### config.mk
export PLATFORM = sky130hd
export DESIGN_NAME = mult_share_ctrl_flat
export DESIGN_NICKNAME = d
export VERILOG_FILES = /design/src/rtl/mult_share_if.sv /design/src/rtl/mult_share_ctrl.sv /design/src/flat_wrapper.sv
export SDC_FILE = /design/constraint.sdc
export NUM_CORES = 1
export LEC_CHECK = 0
export ABC_AREA = 1
export BUFFER_PORTS_ARGS = -buffer_cell sky130_fd_sc_hd__buf_4
export CAP_MARGIN = 20
export CORE_MARGIN = 3
export CORE_UTILIZATION = 58
export DETAILED_ROUTE_END_ITERATION = 12
export HOLD_SLACK_MARGIN = 0.15
export PLACE_DENSITY = 0.84
export SYNTH_ARGS = -nofsm -noshare
export SYNTH_HDL_FRONTEND = slang
export SYNTH_SLANG_ARGS = --single-unit
### constraint.sdc
create_clock -name clk -period 4.3 [get_ports clk]
set_clock_uncertainty 0.15 [all_clocks]
set_input_delay 0.645 -clock clk [delete_from_list [all_inputs] [get_ports clk]]
set_output_delay 0.645 -clock clk [all_outputs]
set_load 0.02 [all_outputs]
### src/rtl/mult_share_if.sv
// mult_share_if
//   Bundles the two requester operand channels, the response channel and the
//   busy flag of the shared multiplier controller.
//   slave  : seen by mult_share_ctrl (consumes requests, produces responses)
//   master : seen by the requesters/consumer side (drives requests, accepts responses)
//   Signals:
//     req0_valid/req0_ready/req0_a/req0_b  requester 0 operand handshake
//     req1_valid/req1_ready/req1_a/req1_b  requester 1 operand handshake
//     resp_valid/resp_ready                product handshake
//     resp_id                              requester that issued the product
//     resp_product                         unsigned a*b, 2*WIDTH bits
//     busy                                 controller not idle
interface mult_share_if #(
    parameter int WIDTH = 4
);
    logic                 req0_valid;
    logic                 req0_ready;
    logic [WIDTH-1:0]     req0_a;
    logic [WIDTH-1:0]     req0_b;
    logic                 req1_valid;
    logic                 req1_ready;
    logic [WIDTH-1:0]     req1_a;
    logic [WIDTH-1:0]     req1_b;
    logic                 resp_valid;
    logic                 resp_ready;
    logic                 resp_id;
    logic [2*WIDTH-1:0]   resp_product;
    logic                 busy;

    modport slave (
        input  req0_valid, req0_a, req0_b,
        input  req1_valid, req1_a, req1_b,
        input  resp_ready,
        output req0_ready, req1_ready,
        output resp_valid, resp_id, resp_product, busy
    );

    modport master (
        output req0_valid, req0_a, req0_b,
        output req1_valid, req1_a, req1_b,
        output resp_ready,
        input  req0_ready, req1_ready,
        input  resp_valid, resp_id, resp_product, busy
    );
endinterface

### src/rtl/mult_share_ctrl.sv
// mult_share_ctrl
//   Lets two requesters share one iterative unsigned shift-add multiplier.
//   A requester is granted round-robin while idle, its operands are captured,
//   the product is built one multiplier bit per cycle over WIDTH cycles and
//   then presented with the requester id until the consumer accepts it.
//   Ports:
//     clk   rising-edge system clock
//     rst   synchronous active-high reset
//     bus   mult_share_if.slave (request channels, response channel, busy)
module mult_share_ctrl #(
    parameter int WIDTH = 4
) (
    input  logic             clk,
    input  logic             rst,
    mult_share_if.slave      bus
);

    localparam int CNT_W = $clog2(WIDTH);
    localparam logic [CNT_W-1:0] CNT_LAST = CNT_W'(WIDTH - 1);
    localparam logic [CNT_W-1:0] CNT_ONE  = CNT_W'(1);

    localparam logic [1:0] S_IDLE = 2'd0;
    localparam logic [1:0] S_RUN  = 2'd1;
    localparam logic [1:0] S_DONE = 2'd2;

    logic [1:0]          r_state;
    logic [WIDTH-1:0]    r_a;
    logic [WIDTH-1:0]    r_b;
    logic [2*WIDTH-1:0]  r_acc;
    logic [CNT_W-1:0]    r_cnt;
    logic                r_last_grant;
    logic                r_resp_valid;
    logic                r_resp_id;
    logic [2*WIDTH-1:0]  r_resp_product;

    logic                w_grant_vld;
    logic                w_grant_id;
    logic [2*WIDTH-1:0]  w_addend;
    logic [2*WIDTH-1:0]  w_acc_next;

    // Round-robin grant: a lone requester wins outright, a tie goes to the
    // requester that was not served last.
    always_comb begin
        w_grant_vld = 1'b0;
        w_grant_id  = 1'b0;
        if (bus.req0_valid && bus.req1_valid) begin
            w_grant_vld = 1'b1;
            w_grant_id  = ~r_last_grant;
        end else if (bus.req0_valid) begin
            w_grant_vld = 1'b1;
            w_grant_id  = 1'b0;
        end else if (bus.req1_valid) begin
            w_grant_vld = 1'b1;
            w_grant_id  = 1'b1;
        end else begin
            w_grant_vld = 1'b0;
            w_grant_id  = 1'b0;
        end
    end

    // Partial product for the current multiplier bit, shifted into place.
    always_comb begin
        w_addend = {(2*WIDTH){1'b0}};
        if (r_b[r_cnt]) begin
            w_addend = {{WIDTH{1'b0}}, r_a} << r_cnt;
        end else begin
            w_addend = {(2*WIDTH){1'b0}};
        end
    end

    assign w_acc_next = r_acc + w_addend;

    // Controller FSM, operand capture, shift-add datapath and response registers.
    always_ff @(posedge clk) begin
        if (rst) begin
            r_state        <= S_IDLE;
            r_a            <= {WIDTH{1'b0}};
            r_b            <= {WIDTH{1'b0}};
            r_acc          <= {(2*WIDTH){1'b0}};
            r_cnt          <= {CNT_W{1'b0}};
            r_last_grant   <= 1'b1;
            r_resp_valid   <= 1'b0;
            r_resp_id      <= 1'b0;
            r_resp_product <= {(2*WIDTH){1'b0}};
        end else begin
            case (r_state)
                S_IDLE: begin
                    if (w_grant_vld) begin
                        r_a          <= w_grant_id ? bus.req1_a : bus.req0_a;
                        r_b          <= w_grant_id ? bus.req1_b : bus.req0_b;
                        r_acc        <= {(2*WIDTH){1'b0}};
                        r_cnt        <= {CNT_W{1'b0}};
                        r_resp_id    <= w_grant_id;
                        r_last_grant <= w_grant_id;
                        r_state      <= S_RUN;
                    end
                end
                S_RUN: begin
                    r_acc <= w_acc_next;
                    r_cnt <= r_cnt + CNT_ONE;
                    // The last multiplier bit completes the product on this edge.
                    if (r_cnt == CNT_LAST) begin
                        r_resp_product <= w_acc_next;
                        r_resp_valid   <= 1'b1;
                        r_state        <= S_DONE;
                    end
                end
                S_DONE: begin
                    if (bus.resp_ready) begin
                        r_resp_valid <= 1'b0;
                        r_state      <= S_IDLE;
                    end
                end
                default: begin
                    r_resp_valid <= 1'b0;
                    r_state      <= S_IDLE;
                end
            endcase
        end
    end

    assign bus.req0_ready   = (r_state == S_IDLE) && w_grant_vld && !w_grant_id;
    assign bus.req1_ready   = (r_state == S_IDLE) && w_grant_vld &&  w_grant_id;
    assign bus.resp_valid   = r_resp_valid;
    assign bus.resp_id      = r_resp_id;
    assign bus.resp_product = r_resp_product;
    assign bus.busy         = (r_state != S_IDLE);

endmodule

### src/flat_wrapper.sv
// flat-port wrapper written by rule: the top's interface ports become plain ports
module mult_share_ctrl_flat 
#(
    parameter int WIDTH = 4
)
  (clk, rst, bus_req0_valid, bus_req0_a, bus_req0_b, bus_req1_valid, bus_req1_a, bus_req1_b, bus_resp_ready, bus_req0_ready, bus_req1_ready, bus_resp_valid, bus_resp_id, bus_resp_product, bus_busy);
  mult_share_if #(.WIDTH(WIDTH)) bus_i ();
  input  logic clk;
  input  logic rst;
  input wire logic [$bits(bus_i.req0_valid)-1:0] bus_req0_valid;
  input wire logic [$bits(bus_i.req0_a)-1:0] bus_req0_a;
  input wire logic [$bits(bus_i.req0_b)-1:0] bus_req0_b;
  input wire logic [$bits(bus_i.req1_valid)-1:0] bus_req1_valid;
  input wire logic [$bits(bus_i.req1_a)-1:0] bus_req1_a;
  input wire logic [$bits(bus_i.req1_b)-1:0] bus_req1_b;
  input wire logic [$bits(bus_i.resp_ready)-1:0] bus_resp_ready;
  output wire logic [$bits(bus_i.req0_ready)-1:0] bus_req0_ready;
  output wire logic [$bits(bus_i.req1_ready)-1:0] bus_req1_ready;
  output wire logic [$bits(bus_i.resp_valid)-1:0] bus_resp_valid;
  output wire logic [$bits(bus_i.resp_id)-1:0] bus_resp_id;
  output wire logic [$bits(bus_i.resp_product)-1:0] bus_resp_product;
  output wire logic [$bits(bus_i.busy)-1:0] bus_busy;
  assign bus_i.req0_valid = bus_req0_valid;
  assign bus_i.req0_a = bus_req0_a;
  assign bus_i.req0_b = bus_req0_b;
  assign bus_i.req1_valid = bus_req1_valid;
  assign bus_i.req1_a = bus_req1_a;
  assign bus_i.req1_b = bus_req1_b;
  assign bus_i.resp_ready = bus_resp_ready;
  assign bus_req0_ready = bus_i.req0_ready;
  assign bus_req1_ready = bus_i.req1_ready;
  assign bus_resp_valid = bus_i.resp_valid;
  assign bus_resp_id = bus_i.resp_id;
  assign bus_resp_product = bus_i.resp_product;
  assign bus_busy = bus_i.busy;
  mult_share_ctrl #(.WIDTH(WIDTH)) u_core (.clk(clk), .rst(rst), .bus(bus_i));
endmodule
==> results by group, run 1 <==
Die
  • Die X: 59.81 µm
  • Top-level I/O count: 34
  • Die Span Y: 59.81 µm
  • Initial core utilization: 64.27%
  • Row count: 18
  • Core Region: 0.002613 mm²
  • Die ar.: 0.003577 mm²

Cells and area
  • Final core occ: 75.62%
  • # diodes: 0
  • Fill cells: 220
  • Area grow syn2layout: 17.66%
  • Fraction of layout cells with a size suffix above 1: 19.71%
  • Final-stage net count: 303

Synth
  • EDFF count, synth: 0
  • Yosys reg bits: 31
  • Post-Syn Instances: 240
  • Distinct cell type count after synthesis: 29
  • Register area share after synthesis: 36.96%
  • Synthesized area: 0.001679 mm²
  • Syn_nets: 270
  • Synth warn: 0
  • Synthesized area per cell: 6.996 µm²
  • Post-synth top flop: dfxtp_1
  • Async SR Flop Fraction: 0%

STA
  • Final Hold Fails: 0
  • F_max: 0.3975 GHz
  • Slew Limit Fails: 0
  • Worst-margin pin slew: 0.6076 ns
  • Final setup vio count: 0
  • Min cycle time layout: 2.516 ns
  • Fin crit share: 58.51%
  • Setup_tns: 0 ns
  • RSZ-0062 raised after global routing: false
  • Relative slew slack: 59.49%

Clock network
  • Post-CTS Setup Bufs: 0
  • CTS H-Tree Depth: 2
  • Post-cts resize count: 0
  • Root buffer cell: clkbuf_4
  • Hold_buf cts: 0
  • Clock tree buffer depth: 2
  • CTS Buf Count: 5
  • Clk Latency, worst-skew pair: 0.33 ns
  • Clock slew at reported path FFs: 0.10 ns
  • CTS tree: built
  • Clock Sinks: 31

Power
  • Max VDD drop: 338.5 µV
  • Power density cells: 298.0 mW/mm²
  • Pleak: 0.9813 nW

Setup path
  • Reg-to-Reg Start: u_core.r_cnt[0]
  • Nature of the critical path endpoint: flop
  • CP dominant cell by count: nand2_1
  • CP max FO: 11
  • Worst EP arrival: 2.65 ns
  • Cells on worst reg2reg path: 12
  • RR Endpoint: u_core.r_acc[4]
  • Flop2flop setup slack: 1.78 ns
  • Worst path cell trace: inv_2 -> o21ai_0 -> nand2_1 -> o21ai_0 -> inv_1 -> ha_1 -> nand2_1 -> nand2_1 -> nand2_1 -> xnor2_1 -> nand2_1 -> a21oi_1
  • Slowest CP cell: dfxtp_1
  • Worst EP required: 4.43 ns
  • Max stage delay on crit path: 0.55 ns
  • Crit path launch type: flop
  • Setup CP Type: reg2reg

Routing
  • Initial DRC Count: 110
  • Drt via density: 5.220
  • WL final: 3577 µm
  • Antenna-violating nets left: 0
  • DRC Markers: 0
  • Via Count: 1,587
  • Routed length per instance: 11.77 µm
  • First-pass iteration count of the detailed router: 4

Global route
  • Antenna violations before repair: 0
  • Largest net degree at the start of global routing: 26
  • Total GRT Usage: 22.72%
  • Vias in the first global route: 1,411
  • Gr ovfl total: 0
  • First-pass GRT wire length: 6092 µm

Place
  • IO buf count: 33
  • Hpwl dp: 2647 µm
  • RD Place Congestion: 0.8597

Outcome
  • Status: finished clean

Hold path
  • Hold WC Path Type: reg2reg
  • Worst Hold Launch: u_core.bus.resp_valid
  • Worst hold path cell count: 2
  • Hold Path End: u_core.bus.resp_valid

Flow run
  • MaxCap Viol Count: 0
[logic make-up (layout without fill, tap and decap cells)]
| group | Yosys count | after routing | share of synthesized area (%) |
|---|---|---|---|
| AOI/OAI and AO/OA | 46 | 46 | 16.10 |
| adders and majority gates | 9 | 9 | 7.154 |
| DFF | 31 | 31 | 36.96 |
| xor gates and xnor gates | 3 | 3 | 1.565 |
| and+or+nand+nor | 117 | 117 | 29.66 |
| buffers and inverters | 34 | 68 | 8.569 |
[power breakdown]
part	switching, mW	leakage, nW	internal [mW]	total (mW)
Sequential	0.0104	0.252	0.300	0.310
Combinational	0.0647	0.701	0.0435	0.108
Clock	0.108	0.0282	0.0630	0.171
Total	0.183	0.981	0.406	0.589
[registers in the layout, summed over array words and instances (netlist names)]
register	flops
u_core.r_last_grant	1
u_core.r_cnt	2
u_core.bus.resp_product	8
u_core.r_acc	8
u_core.r_b	4
u_core.bus.resp_valid	1
u_core.bus.resp_id	1
u_core.r_state	2
u_core.r_a	4
[layout make-up]
type                    count  area (µm²)  share of cell area (%)
clock buffers               6       41.29                   2.090
clock inverters             2       12.51                  0.6333
well taps                  30       37.54                   1.900
repair buffers             33       247.7                   12.54
multi-input cells         175       914.6                   46.30
inverters                  27       101.3                   5.130
flip-flops and latches     31       620.6                   31.41
[worst max-delay path by stage]
| stage | startpoint | end | cells past startpoint |
|---|---|---|---|
| after floorplan | u_core.r_cnt[0] | u_core.bus.resp_product[6] | 16 |
| after global placement | u_core.r_cnt[0] | u_core.bus.resp_product[6] | 13 |
| after detailed placement | u_core.r_cnt[0] | u_core.bus.resp_product[6] | 13 |
| after CTS | u_core.r_cnt[0] | u_core.bus.resp_product[6] | 13 |
| after global routing | u_core.r_cnt[0] | u_core.r_acc[4] | 14 |
| final | u_core.r_cnt[0] | u_core.r_acc[4] | 12 |
[Yosys cell counts (3+ instances only)]
cell type  number  area [µm²]
dfxtp_1        31       620.6
o21a_1          4       30.03
clkbuf_1        3       11.26
ha_1            8       100.1
a31oi_1         8       50.05
nor2_1         11       41.29
inv_1          21       78.83
o21ai_0         8       40.04
nand3b_1        3       22.52
nand3_1        10       50.05
a21oi_1        20       100.1
inv_2           6       22.52
nand2_1        85       319.1
[metal layers]
layer  part of all wire (%)  routed length, µm  vias to the layer above  track usage (%)
met1                     49               1754                      697            31.79
met4                    1.2                 42                        0            10.44
li1                       -                  -                      837                -
met2                     42               1506                       48            32.41
met5                      0                  0                        -                0
met3                    7.7                274                        5            5.832
[layout by cell type (no fill, tap or decap), drive strengths merged, types with 4 or more instances in the layout]
master / synthesis / layout
a21oi: 21 / 21
a31oi: 8 / 8
buf: 4 / 33
clkbuf: 3 / 6
dfxtp: 31 / 31
ha: 8 / 8
inv: 27 / 27
nand2: 87 / 87
nand3: 10 / 10
nor2: 14 / 14
o21a: 4 / 4
o21ai: 11 / 11
[metrics by stage]
step	total power, mW	setup slack, ns	cells	hold WS [ns]	instance area, µm²
2_1_floorplan	0.3907	2.101	240	0.2924	1679
3_5_place_dp	0.4244	1.809	296	0.3072	1922
6_report	0.5888	1.784	304	0.3196	1976
4_1_cts	0.5894	1.799	304	0.3235	1976
5_1_grt	0.6146	1.429	304	0.3463	1976
3_3_place_gp	0.4225	1.888	296	0.3040	1922
[worst max-delay path: cells and delay by family, from the launching register on]
family | cells | cell delay (ns)
flops | 1 | 0.55
compound gates | 3 | 0.52
simple gates | 5 | 0.45
fa+ha+maj | 1 | 0.35
xor+xnor | 1 | 0.27
buf+inv | 2 | 0.17
Power figures use the tool's default switching activity.
==> run 2: changes to the inputs <==
--- a/config.mk
+++ b/config.mk
@@ -9,10 +9,10 @@
 export BUFFER_PORTS_ARGS = -buffer_cell sky130_fd_sc_hd__buf_4
 export CAP_MARGIN = 20
 export CORE_MARGIN = 3
-export CORE_UTILIZATION = 58
+export CORE_UTILIZATION = 49
 export DETAILED_ROUTE_END_ITERATION = 12
 export HOLD_SLACK_MARGIN = 0.15
-export PLACE_DENSITY = 0.84
+export PLACE_DENSITY = 0.75
 export SYNTH_ARGS = -nofsm -noshare
 export SYNTH_HDL_FRONTEND = slang
 export SYNTH_SLANG_ARGS = --single-unit
==> constraint.sdc (replaced) <==
create_clock -name clk -period 2.09 [get_ports clk]
set_clock_uncertainty 0.15 [all_clocks]
set_input_delay 0.3135 -clock clk [delete_from_list [all_inputs] [get_ports clk]]
set_output_delay 0.3135 -clock clk [all_outputs]
set_load 0.02 [all_outputs]
==> run 2 against run 1 <==
Effect of this change:
- the flow now finishes with violations (setup timing)
- utilization decreased by 0.15 points
- count of clock-buffer cells in the layout unchanged
- non-clock buffer count increased by 31
- global-route usage decreased by 0.73 points
- die area increased by 16%
- first-iteration DRC count increased by 12%
- register-to-register slack got worse by 1.8 ns
==> results by group, run 2 (synthesis results as in run 1) <==
Clock network
  • CTS tree: built
  • Post-CTS Setup Bufs: 0 (unchanged)
  • Clock slew at reported path FFs: 0.10 ns (about the same)
  • CTS H-Tree Depth: 2 (unchanged)
  • CTS Buf Count: 5 (unchanged)
  • Clk Latency, worst-skew pair: 0.34 ns (about the same)
  • Root buffer cell: clkbuf_4
  • Clock Sinks: 31 (unchanged)
  • Clock tree buffer depth: 2 (unchanged)

STA
  • RSZ-0062 raised after global routing: true
  • Worst-margin pin slew: 0.3440 ns (-0.2637 ns)
  • Final setup vio count: 9 (+9)
  • Fin crit share: 102.2% (+44 points)
  • F_max: 0.4680 GHz (+18%)
  • Min cycle time layout: 2.137 ns (-0.3793 ns)
  • Worst Hold Slack: 0.1795 ns (-0.1401 ns)
  • Slew Limit Fails: 0 (unchanged)
  • Worst Setup Slack, final: -0.04669 ns (-1.831 ns)
  • Relative slew slack: 77.01% (+18 points)
  • Final Hold Fails: 0 (unchanged)

Cells and area
  • Storage element area: 625.6 µm² (+0.81%)
  • Fin cells: 349 (+15%)
  • Fraction of layout cells with a size suffix above 1: 28.52% (+8.8 points)
  • Fill cells: 250 (+14%)
  • # diodes: 0 (unchanged)
  • Area grow syn2layout: 41.73%
  • Most frequent cells in the layout: nand2_1 (81), buf_4 (46), dfxtp_1 (29), inv_1 (20)
  • Final-stage net count: 334 (+10%)
  • Multi-input logic area: 0.001015 mm² (+11%)
  • Leading cell type in the layout, fill and taps excluded: nand2_1

Power
  • Pleak: 1.142 nW (+16%)
  • Power density cells: 543.8 mW/mm² (+82%)
  • Max VDD drop: 383.6 µV (+13%)

Global route
  • Largest net degree at the start of global routing: 26 (unchanged)
  • Antenna violations before repair: 0 (unchanged)
  • Vias in the first global route: 1,684 (+19%)
  • First-pass GRT wire length: 7231 µm (+19%)
  • Total GRT Usage: 21.98% (-0.73 points)
  • Gr ovfl total: 0 (unchanged)

Die
  • Core Region: 0.003153 mm² (+21%)
  • Top-level I/O count: 34 (unchanged)
  • Die X: 64.54 µm (+7.9%)
  • Die ar.: 0.004165 mm² (+16%)
  • Initial core utilization: 53.25% (-11 points)
  • Die Span Y: 64.54 µm (+7.9%)
  • Row count: 20 (+2)

Routing
  • Initial DRC Count: 123 (+12%)
  • DRC Markers: 0 (unchanged)
  • First-pass iteration count of the detailed router: 4 (unchanged)
  • Routed length per instance: 12.17 µm (+3.4%)
  • Antenna-violating nets left: 0 (unchanged)
  • Via Count: 1,712 (+7.9%)
  • WL final: 4247 µm (+19%)
  • Drt via density: 4.905 (-6.0%)

Outcome
  • Failing checks: setup timing
  • Status: finished with violations

Place
  • IO buf count: 33 (unchanged)
  • Placed cells: 324 (+9.5%)
  • RD Place Congestion: 0.8413 (-2.1%)
  • Hpwl dp: 2795 µm (+5.6%)

Setup path
  • Worst EP arrival: 2.24 ns (-0.41 ns)
  • Worst EP required: 2.19 ns (-2.24 ns)
  • Setup CP Type: reg2reg
  • Nature of the critical path endpoint: flop
  • Crit path launch type: flop
  • CP max FO: 7 (-4)

Flow run
  • MaxCap Viol Count: 0 (unchanged)

Hold path
  • Hold WC Path Type: in2reg
[run 2: cell types whose count changed in the layout (fill, tap and decap cells not counted), sizes merged]
cell | before | now
dlygate4sd3 | 0 | 17
buf | 33 | 47
[run 2: critical path: stages (launching register included)]
cell and delay (ns):
dfxtp_4 0.40, inv_4 0.05, or2_1 0.20, o21a_1 0.12
inv_1 0.05, nor2_1 0.05, ha_1 0.33, nand2_1 0.10
buf_6 0.13, nor2_4 0.08, nand2_2 0.07, nand2_1 0.06
nand2_1 0.06, nand2_1 0.06, nand2_1 0.05, nand2_1 0.06
inv_1 0.03
[run 2: cell type report]
type	instances	area share (%)
Clock inverter	2	0.5258
Sequential cell	31	26.29
Multi-Input combinational cell	175	42.64
Timing Repair Buffer	64	22.13
Tap cell	44	2.313
Clock buffer	6	1.735
Inverter	27	4.364
[run 2: worst paths after layout]
| check | depth (start not counted) | slack [ns] | to | from |
|---|---|---|---|---|
| worst min register to register | 2 | 0.33 | u_core.bus.resp_product[1] | u_core.bus.resp_product[1] |
| worst max register to register | 16 | -0.05 | u_core.bus.resp_product[7] | u_core.r_cnt[0] |
| worst max-delay path | 16 | -0.05 | u_core.bus.resp_product[7] | u_core.r_cnt[0] |
| worst min-delay path | 2 | 0.18 | u_core.bus.resp_product[2] | rst |
[run 2: stage by stage]
| step | area [µm²] | setup WS (ns) | power [mW] | setup TNS, ns | util, % |
|---|---|---|---|---|---|
| finish | 2380 | -0.04669 | 1.294 | -0.2204 | 75.48 |
| global placement | 2058 | -0.04239 | 0.9028 | -0.2214 | 65.28 |
| detailed placement | 2058 | -0.09698 | 0.9053 | -0.7162 | 65.28 |
| global route | 2380 | -0.2802 | 1.363 | -2.380 | 75.48 |
| floorplan | 1697 | 0.004365 | 0.8092 | 0 | - |
| CTS | 2307 | -0.02565 | 1.283 | -0.04741 | 73.17 |
[run 2: metal layers]
layer / vias up / track usage, % / routed length [µm]
met5: - / 0 / 0
li1: 895 / - / -
met3: 10 / 4.679 / 140
met4: 0 / 7.124 / 67
met1: 781 / 26.77 / 2044
met2: 26 / 38.40 / 1994
[run 2: timing repair]
action                                 CTS  global route
hold buffers                            17             0
setup endpoints to repair               10            12
resized for setup                        8            17
pin swaps                                5            11
endpoints found under the hold margin    9             0
[run 2: power by group]
| group | switching, mW | internal (mW) | total (mW) |
|---|---|---|---|
| Combinational | 0.157 | 0.149 | 0.306 |
| Sequential | 0.0225 | 0.617 | 0.640 |
| Clock | 0.219 | 0.130 | 0.348 |
==> run 3: changes to the inputs <==
--- a/config.mk
+++ b/config.mk
@@ -8,7 +8,6 @@
 export ABC_AREA = 1
 export BUFFER_PORTS_ARGS = -buffer_cell sky130_fd_sc_hd__buf_4
 export CAP_MARGIN = 20
-export CORE_MARGIN = 3
 export CORE_UTILIZATION = 49
 export DETAILED_ROUTE_END_ITERATION = 12
 export HOLD_SLACK_MARGIN = 0.15
==> run 3 against run 2 <==
Effect of this change:
- the run still ends with setup timing left
- sequential share of layout area fell by 0.86 points
- count of clock-buffer cells in the layout up 1
- cell count grew 0.57%
- worst setup slack lost 0.11 ns
- routed wire length rose by 6.4%
- via count is 4.0% higher
- clock power barely moved
- critical path type unchanged
- critical endpoint is now u_core.bus.resp_product[6]
==> results by group, run 3 (synthesis results as in run 1) <==
Global route
  • Vias in the first global route: 1,680 (-0.24%)
  • First-pass GRT wire length: 7044 µm (-2.6%)
  • Total GRT Usage: 26.01% (+4.0 points)
  • Gr ovfl total: 0 (unchanged)
  • Largest net degree at the start of global routing: 26 (unchanged)
  • Antenna violations before repair: 0 (unchanged)

Die
  • Core Region: 0.003153 mm² (unchanged)
  • Initial core utilization: 53.25% (unchanged)
  • Die X: 60.54 µm (-6.2%)
  • Die ar.: 0.003665 mm² (-12%)
  • Die Span Y: 60.54 µm (-6.2%)
  • Top-level I/O count: 34 (unchanged)
  • Row count: 20 (unchanged)

STA
  • Worst Setup Slack, final: -0.1546 ns (-0.1079 ns)
  • Final setup vio count: 4 (-5)
  • Worst-margin pin slew: 0.3503 ns (+0.006338 ns)
  • Min cycle time layout: 2.245 ns (+0.1079 ns)
  • Slew Limit Fails: 0 (unchanged)
  • Setup_tns: -0.5579 ns (-0.3375 ns)
  • Relative slew slack: 76.64% (-0.37 points)
  • Worst Hold Slack: 0.1755 ns (-0.003962 ns)
  • Fin crit share: 107.4% (+5.2 points)
  • RSZ-0062 raised after global routing: true
  • Final Hold Fails: 0 (unchanged)
  • F_max: 0.4455 GHz (-4.8%)

Setup path
  • Worst EP required: 2.19 ns (about the same)
  • Worst Setup SP: u_core.r_cnt[0]
  • Cells on worst reg2reg path: 13 (-3)
  • Flop2flop setup slack: -0.15 ns (-0.11 ns)
  • Nature of the critical path endpoint: flop
  • Reg-to-Reg Start: u_core.r_cnt[0]
  • Setup CP Type: reg2reg
  • Worst EP arrival: 2.35 ns (+0.11 ns)
  • RR Endpoint: u_core.bus.resp_product[6]
  • CP max FO: 6 (-1)
  • Crit path launch type: flop
  • End point of the critical path: u_core.bus.resp_product[6]

Routing
  • DR WL met3: 212 µm (+51%)
  • Drt via density: 5.074 (+3.4%)
  • DR top layer: met4
  • WL final: 4519 µm (+6.4%)
  • M1 WL: 2030 µm (-0.68%)
  • Initial DRC Count: 97 (-21%)
  • Routed length per instance: 12.87 µm (+5.8%)
  • Met2 wire length: 2211 µm (+11%)
  • DRC Markers: 0 (unchanged)
  • First-pass iteration count of the detailed router: 5 (+1)
  • Antenna-violating nets left: 0 (unchanged)
  • Via Count: 1,781 (+4.0%)

Flow run
  • MaxCap Viol Count: 0 (unchanged)

Clock network
  • CTS tree: built
  • Clk Latency, worst-skew pair: 0.33 ns (about the same)
  • Root buffer cell: clkbuf_4
  • Clock tree buffer depth: 2 (unchanged)
  • Clock Sinks: 31 (unchanged)
  • Clock slew at reported path FFs: 0.11 ns (about the same)
  • CTS H-Tree Depth: 2 (unchanged)
  • CTS Buf Count: 5 (unchanged)

Power
  • Overall power: 1.316 mW (+1.7%)
  • Combinational power share: 24.9% (+1.2 points)
  • P_sw: 0.4109 mW (+3.3%)
  • Flop pwr share: 48.7% (-0.7 points)
  • Switching share of power: 31.23% (+0.49 points)
  • Internal power: 0.9047 mW (+0.94%)
  • Power density cells: 534.8 mW/mm² (-1.6%)
  • Max VDD drop: 521.8 µV (+36%)
  • Clock group share of total power: 26.4% (-0.5 points)
  • Pleak: 1.151 nW (+0.83%)

Cells and area
  • Leading cell type in the layout, fill and taps excluded: nand2_1
  • Storage element area: 625.6 µm² (unchanged)
  • Fill cells: 243 (-2.8%)
  • Area grow syn2layout: 46.50%
  • Final-stage net count: 336 (+0.60%)
  • Multi-input logic area: 0.001087 mm² (+7.2%)
  • Fraction of layout cells with a size suffix above 1: 33.88% (+5.4 points)
  • # diodes: 0 (unchanged)
  • Most frequent cells in the layout: nand2_1 (78), buf_4 (49), dfxtp_1 (29), inv_1 (19), dlygate4sd3_1 (17)

Place
  • RD Place Congestion: 0.8510 (+1.2%)
  • Hpwl dp: 2750 µm (-1.6%)
  • IO buf count: 33 (unchanged)

Hold path
  • Hold WC Path Type: in2reg
  • Worst hold path cell count: 2 (unchanged)

Outcome
  • Status: finished with violations
  • Failing checks: setup timing
==> run 3: cell types whose count changed in the layout (fill, tap and decap cells not counted), sizes merged <==
cell / change
clkbuf: +1
clkinvlp: -1
buf: +2
==> run 3: power groups by stage <==
| stage | clock [mW] | sequential (mW) | combinational (mW) |
|---|---|---|---|
| finish | 0.347 | 0.641 | 0.328 |
| global route | 0.373 | 0.644 | 0.359 |
| CTS | 0.348 | 0.638 | 0.303 |
| detailed placement | 0 | 0.651 | 0.255 |
| global placement | 0 | 0.651 | 0.252 |
| floorplan | 0 | 0.647 | 0.163 |
==> run 3: final cells by class <==
class / instances / share of cell area [%]
inverters: 27 / 4.222
multi-input cells: 175 / 44.20
well taps: 44 / 2.238
clock inverters: 1 / 0.2035
repair buffers: 66 / 21.87
clock buffers: 7 / 1.831
flip-flops and latches: 31 / 25.43
==> run 3: worst max-delay path, cell delays in order (launching register included) <==
cell and delay, ns:
dfxtp_4 0.40, inv_4 0.06, o21ai_2 0.19, nor2_1 0.08, ha_1 0.21, fa_2 0.38
nand2_1 0.10, nand2_1 0.11, nand3b_1 0.15, nand3b_1 0.14, nand2_1 0.08, nand2_1 0.04
nand2_1 0.05, inv_1 0.03
==> run 3: what timing repair did <==
action	in CTS	in global routing
buffers inserted	1	0
endpoints found under the setup margin	12	12
hold buffers	17	0
endpoints found under the hold margin	9	0
pin swaps	13	15
gates resized for setup	18	24
==> run 3: worst min-delay path by stage <==
stage | slack, ns | startpoint | endpoint
final | 0.18 | rst | u_core.r_acc[4]
after global routing | 0.19 | rst | u_core.r_acc[3]
after CTS | 0.19 | rst | u_core.r_acc[7]
after detailed placement | 0.31 | u_core.bus.resp_id | u_core.bus.resp_id
after global placement | 0.30 | u_core.bus.resp_valid | u_core.bus.resp_valid
after floorplan | 0.29 | u_core.r_last_grant | u_core.r_last_grant
==> run 3: per-stage QoR <==
stage	setup slack, ns	util, %	area (µm²)	std cells
4_1_cts	-0.02860	74.72	2356	351
3_5_place_dp	-0.1302	65.52	2066	325
3_3_place_gp	-0.1333	65.52	2066	325
2_1_floorplan	0.004365	-	1697	240
5_1_grt	-0.2522	78.02	2460	351
6_report	-0.1546	78.02	2460	351
==> run 3: per-layer routing <==
| layer | up-vias | GRT usage (%) |
|---|---|---|
| li1 | 908 | - |
| met1 | 823 | 33.38 |
| met2 | 41 | 41.44 |
| met3 | 9 | 5.544 |
| met4 | 0 | 12.99 |
| met5 | - | 0 |
